$ cat src/rtl/uart_pkg.sv
// Shared UART definitions used by the receive and transmit cores.
package uart_pkg;
  localparam int UART_DW = 8;

  typedef enum logic [2:0] {
    IDLE,
    START,
    DATA,
    PAR,
    STOP
  } uart_rx_st_t;
endpackage

$ cat src/rtl/uart_sync2.sv
// Two-flop synchronizer for a single asynchronous input.
module uart_sync2 #(
  parameter logic RST_VAL = 1'b1
) (
  input  logic clk,
  input  logic resetn,
  input  logic d,
  output logic q
);
  logic meta;

  always_ff @(posedge clk or negedge resetn) begin
    if (!resetn) begin
      meta <= RST_VAL;
      q    <= RST_VAL;
    end else begin
      meta <= d;
      q    <= meta;
    end
  end
endmodule

$ cat src/rtl/uart_rx_core.sv
// UART receive engine: recovers 8N1 frames (optional parity) with a programmable
// bit divider and holds one byte for the register file plus sticky error flags.
//   state | meaning
//   IDLE  | waiting for a falling edge on the synced line
//   START | half bit wait, confirm start bit is still low
//   DATA  | sampling data bits at mid-bit, LSB first
//   PAR   | sampling the parity bit
//   STOP  | sampling the stop bit, then accept or flag the byte
module uart_rx_core
  import uart_pkg::*;
#(
  parameter int DW    = UART_DW,
  parameter int DIV_W = 16
) (
  input  logic             clk,
  input  logic             resetn,
  input  logic             rx_en,
  input  logic [DIV_W-1:0] comp,
  input  logic             par_en,
  input  logic             par_odd,
  input  logic             uart_rx,
  input  logic             rx_ack,
  input  logic             err_clr,
  output logic [DW-1:0]    rx_data,
  output logic             rx_valid,
  output logic             busy,
  output logic             ovf,
  output logic             frame_err,
  output logic             par_err
);
  localparam int CW = $clog2(DW);

  uart_rx_st_t      state;
  logic             rx_s;
  logic             rx_prev;
  logic [DIV_W-1:0] comp_eff;
  logic [DIV_W-1:0] full_ld;
  logic [DIV_W-1:0] half_ld;
  logic [DIV_W-1:0] timer;
  logic             tick;
  logic [CW-1:0]    bit_cnt;
  logic [DW-1:0]    shreg;
  logic             par_bad;

  uart_sync2 #(.RST_VAL(1'b1)) u_sync (
    .clk    (clk),
    .resetn (resetn),
    .d      (uart_rx),
    .q      (rx_s)
  );

  // A divider below 2 would leave no room for a half-bit wait.
  assign comp_eff = (comp < DIV_W'(2)) ? DIV_W'(2) : comp;
  assign full_ld  = comp_eff - DIV_W'(1);
  assign half_ld  = (comp_eff >> 1) - DIV_W'(1);
  assign tick     = (timer == '0);

  always_ff @(posedge clk or negedge resetn) begin
    if (!resetn) begin
      state     <= IDLE;
      rx_prev   <= 1'b1;
      timer     <= '0;
      bit_cnt   <= '0;
      shreg     <= '0;
      par_bad   <= 1'b0;
      rx_data   <= '0;
      rx_valid  <= 1'b0;
      busy      <= 1'b0;
      ovf       <= 1'b0;
      frame_err <= 1'b0;
      par_err   <= 1'b0;
    end else begin
      rx_prev <= rx_s;
      if (err_clr) begin
        ovf       <= 1'b0;
        frame_err <= 1'b0;
        par_err   <= 1'b0;
      end
      // An accept in STOP below overrides this clear.
      if (rx_ack) rx_valid <= 1'b0;

      if (!rx_en) begin
        state <= IDLE;
        busy  <= 1'b0;
      end else begin
        if (state != IDLE) timer <= tick ? full_ld : timer - DIV_W'(1);
        case (state)
          IDLE: begin
            if (rx_prev && !rx_s) begin
              state <= START;
              busy  <= 1'b1;
              timer <= half_ld;
            end
          end
          START: begin
            if (tick) begin
              if (!rx_s) begin
                state   <= DATA;
                bit_cnt <= '0;
              end else begin
                state <= IDLE;
                busy  <= 1'b0;
              end
            end
          end
          DATA: begin
            if (tick) begin
              shreg   <= {rx_s, shreg[DW-1:1]};
              bit_cnt <= bit_cnt + CW'(1);
              if (bit_cnt == CW'(DW - 1)) begin
                par_bad <= 1'b0;
                state   <= par_en ? PAR : STOP;
              end
            end
          end
          PAR: begin
            if (tick) begin
              par_bad <= ^shreg ^ rx_s ^ par_odd;
              state   <= STOP;
            end
          end
          STOP: begin
            if (tick) begin
              state <= IDLE;
              busy  <= 1'b0;
              if (!rx_s) begin
                frame_err <= 1'b1;
              end else if (par_bad) begin
                par_err <= 1'b1;
              end else if (!rx_valid || rx_ack) begin
                rx_data  <= shreg;
                rx_valid <= 1'b1;
              end else begin
                ovf <= 1'b1;
              end
            end
          end
          default: begin
            state <= IDLE;
            busy  <= 1'b0;
          end
        endcase
      end
    end
  end
endmodule
$ cat config.mk
export PLATFORM = sky130hd
export DESIGN_NAME = uart_rx_core
export DESIGN_NICKNAME = d
export VERILOG_FILES = /design/src/rtl/uart_pkg.sv /design/src/rtl/uart_sync2.sv /design/src/rtl/uart_rx_core.sv
export SDC_FILE = /design/constraint.sdc
export NUM_CORES = 1
export LEC_CHECK = 0
export CAP_MARGIN = 5
export CORE_MARGIN = 2
export CORE_UTILIZATION = 30
export DETAILED_ROUTE_END_ITERATION = 16
export PLACE_DENSITY_LB_ADDON = 0.05
export SLEW_MARGIN = 15
export SYNTH_ARGS = -nofsm -noshare
export SYNTH_HDL_FRONTEND = slang
export SYNTH_SLANG_ARGS = --single-unit
$ cat constraint.sdc
create_clock -name clk -period 7.5 [get_ports clk]
set_input_delay 0.75 -clock clk [delete_from_list [all_inputs] [get_ports clk]]
set_output_delay 0.75 -clock clk [all_outputs]
set_load 0.01 [all_outputs]
==> impl_results.md <==
* Status: finished clean
* Max stage delay on crit path at slightly below 0.8 ns
* Netlist Area Pre-Place at 3043 sq um
* Buf+Inv Stages, Crit Path at 1
* CP endpoint kind: register
* R2R Path End: timer[10]
* Post_cts resized at 0
* Antenna-violating nets left at 0
* Reg2reg setup slack at 4.04 ns
* Register bit total from synthesis at 47
* Dominant cell type by area after synthesis: dfrtp_1
* Top cell type's share of synthesized area at 0.3618
* CP max FO at 9
* Worst hold path startpoint: u_sync.meta
* Min-delay worst type: reg -> reg
* Clock Path Buffers at 2
* PortBufs at 36
* Die area at 10960 sq um
* Unrepaired setup endpoints after global routing: no
* Final #Nets at between 300 and 400
* Worst EP arrival at 4.53 ns
* Die width at 104.7 um
* Drt initial violations at 97
* Latest clock arrival within the worst-skew pair at 0.30 ns
* Gate Count Post-Synth at 329
* Crit start category: primary input
* Clock power frac at 0.225
* Total routed wirelength at 8305 um
* Slew @ Worst Pin at approximately 0.95 ns
* Maximum VDD drop at 0.07571 mV
* Wirelength per Cell at 16.95 um
* Cts hold-fix bufs at 0
* GRT Resource Usage Total at 0.1564
* Area delta synth->final at 17.48%
* Layout fillers at 1040
* Net Sw Frac at 0.3643
* # clock sinks at 47
* Final std cells w/o fill at between 400 and 500
* Most frequent cells in the layout: 44 x dfrtp_1, 35 x clkdlybuf4s50_1, 25 x nand2_1
* Worst Setup Path Type: in -> reg
* Comb power frac at 0.286
* Aggregate global routing overflow at 0
* Drt first pass iters at 4
* CP Cell Sequence: clkdlybuf4s50_1 > nor4_1 > nand3_1 > nor2_1 > nor2_1 > a21oi_1 > ha_1 > nand2_1 > a311o_2 > a2111oi_2 > xor2_1 > o221ai_1
* Routed via count at around 2600
* Post-CTS Setup Bufs at 0
* Max Clock Freq at 229.0 MHz
* Crit-path leading delay family: simple AND/OR/NAND/NOR gates
* Netlist cell types at 60
* Tmin final at 4.366 ns
* Internal Power at 0.0004501 W
* Total CTS buffers at 5
* Placed Instances at 482
* Setup TNS at 0 ns
* Syn Nets at 357
* Largest net degree at the start of global routing at 48
* Cell mode on critical path: nor2_1
* WP data required at 7.66 ns
* Switch Pwr at approximately 0.00026 W
* Initial antenna violation count at 0
* Hold depth at 0
* Number of synthesized flops with an enable pin at 0
* Part of the power in registers at 0.489
* Final slew viol count at 0
* Power per Cell Area at 198.1 nW/um^2
* Rel. slew slack at 0.3653
* Core area at 9819 sq um
* Worst-path clk slew at roughly 0.1 ns
* GPL Wtd Cong at 0.7967
* Max Clock Skew at ~0.0073 ns
* Ys async rst share at 1.000
* Max_cap viols at 0
* Commonest non-fill, non-tap cell in the layout: dfrtp_1
* Antenna cells at 0
* Std-Cell Rows at 36
* Die height at 104.7 um
* Synthesized area per cell at 9.249 sq um
* Sequential cell area fraction in the yosys report at 0.3877
* I/O Pins at 37
* Main area contributors after synthesis: dfrtp_1 36%, mux2_2 5.9%, xnor2_1 4.3%, a21oi_1 3.3%, o21ai_0 3.3%
* CTS tree: done
* CP max stage cell: nor4_1
* Worst Hold Path EP: u_sync.q
* Setup violators final at 0
* Syn. warnings at 0
* DRC at 0
* Synth Flop Type: dfrtp_1
* Hpwl dp at 5818 um
* Share of cells above drive strength 1 at 0.1176
* H-tree levels at 2
* Vias in the first global route at 2564
* Routed vias/inst at about 5.3
* LEAKAGE at 1.404 nW
* Period utilization at 0.5822
* Worst reg2reg path depth at 11
* First-pass GRT wire length at around 14000 um
* Fin. Hold Viols at 0
* Clk root buf: clkbuf_8
* Initial Util at 0.3099
* Reg-to-reg startpoint: timer[12]
* Final core utilization at 0.3640
-- synthesized netlist by cell type, types with 2 or more instances --
cell type and number:
dfrtp_1 44, nand2_1 25, nor2_1 21, a21oi_1 20
o21ai_0 20, nor3_1 19, mux2_2 16, xnor2_1 15
clkbuf_1 11, nand3_1 9, o22ai_1 9, xor2_1 9
nor2b_1 7, or3_1 7, inv_1 6, nor4_1 6
a21o_1 5, a22o_1 4, a31oi_1 4, ha_1 4
nand2b_1 4, a211o_1 3, a211oi_1 3, and2_1 3
and3_1 3, dfstp_2 3, nor3b_1 3, o211ai_1 3
o221ai_1 3, o31ai_1 3, buf_2 2, buf_4 2
buf_6 2, mux2i_1 2, nand3b_1 2, nand4_1 2
or4_4 2
-- sequential cells by signal, summed over array words and instances, names as in the netlist --
signal and cells:
busy 1, shreg 8, ovf 1, rx_prev 1, bit_cnt 3, state 3, frame_err 1, par_bad 1
timer 16, u_sync.meta 1, rx_data 8, u_sync.q 1, par_err 1, rx_valid 1
-- metal layers --
layer | vias up | global-route usage | routed length (um)
li1 | 1270 | - | -
met1 | 1237 | 0.2226 | 4113
met2 | 78 | 0.2325 | 3669
met3 | 4 | 0.03868 | 441
met4 | 0 | 0.04952 | 81
met5 | - | 0 | 0
-- worst max path at each step --
stage	from	to	cells past startpoint
6_report	comp[7]	timer[12]	12
5_1_grt	comp[7]	timer[12]	12
4_1_cts	comp[7]	timer[12]	12
3_5_place_dp	comp[7]	timer[12]	12
3_3_place_gp	comp[7]	timer[12]	12
2_1_floorplan	comp[7]	timer[12]	12
-- area by class of cell --
type / count / area (sq um) / share of cell area
Sequential cell: 47 / 1180 / 0.3301
Clock inverter: 3 / 18.77 / 0.005250
Clock buffer: 5 / 68.82 / 0.01925
Multi-Input combinational cell: 258 / 1748 / 0.4890
Inverter: 6 / 22.52 / 0.006300
Tap cell: 133 / 166.4 / 0.04655
Timing Repair Buffer: 38 / 370.4 / 0.1036
-- cell families after synthesis --
group                    after synthesis  share of synthesized area
AO/OA/AOI/OAI                         89                     0.1928
XOR/XNOR                              24                    0.06908
adder cells (fa/ha/maj)                4                    0.01645
buffers and inverters                 24                    0.03783
flip-flops                            47                     0.3877
multiplexers                          19                    0.07072
AND/OR/NAND/NOR                      122                     0.2253
-- power groups by stage --
stage,combinational (W),clock [W],sequential (W)
3_5_place_dp,0.000200,0,0.000350
2_1_floorplan,0.000155,0,0.000330
4_1_cts,0.000202,0.000169,0.000345
6_report,0.000202,0.000160,0.000346
5_1_grt,0.000228,0.000178,0.000353
3_3_place_gp,0.000204,0,0.000352
-- stage by stage --
stage | hold slack, ns | power (W) | cell area [sq um] | setup slack [ns]
after floorplan | 0.3452 | 0.0004844 | 3043 | 3.811
after global placement | 0.3470 | 0.0005563 | 3487 | 2.956
after detailed placement | 0.3473 | 0.0005501 | 3487 | 2.894
after CTS | 0.3614 | 0.0007163 | 3575 | 3.222
after global routing | 0.3667 | 0.0007592 | 3575 | 2.797
final | 0.3595 | 0.0007081 | 3575 | 3.134
-- worst register-to-register path, cell delays in order (launching register included) --
cell and delay (ns):
dfrtp_1 0.43, nor4_1 0.58, nor3b_4 0.41, nand2_1 0.34
nor2_1 0.19, a21oi_1 0.10, ha_1 0.22, nand2_1 0.15
a311o_2 0.25, mux2i_1 0.21, o221ai_1 0.12, a221o_1 0.35
Note: power is estimated with default switching activity, not from simulation.
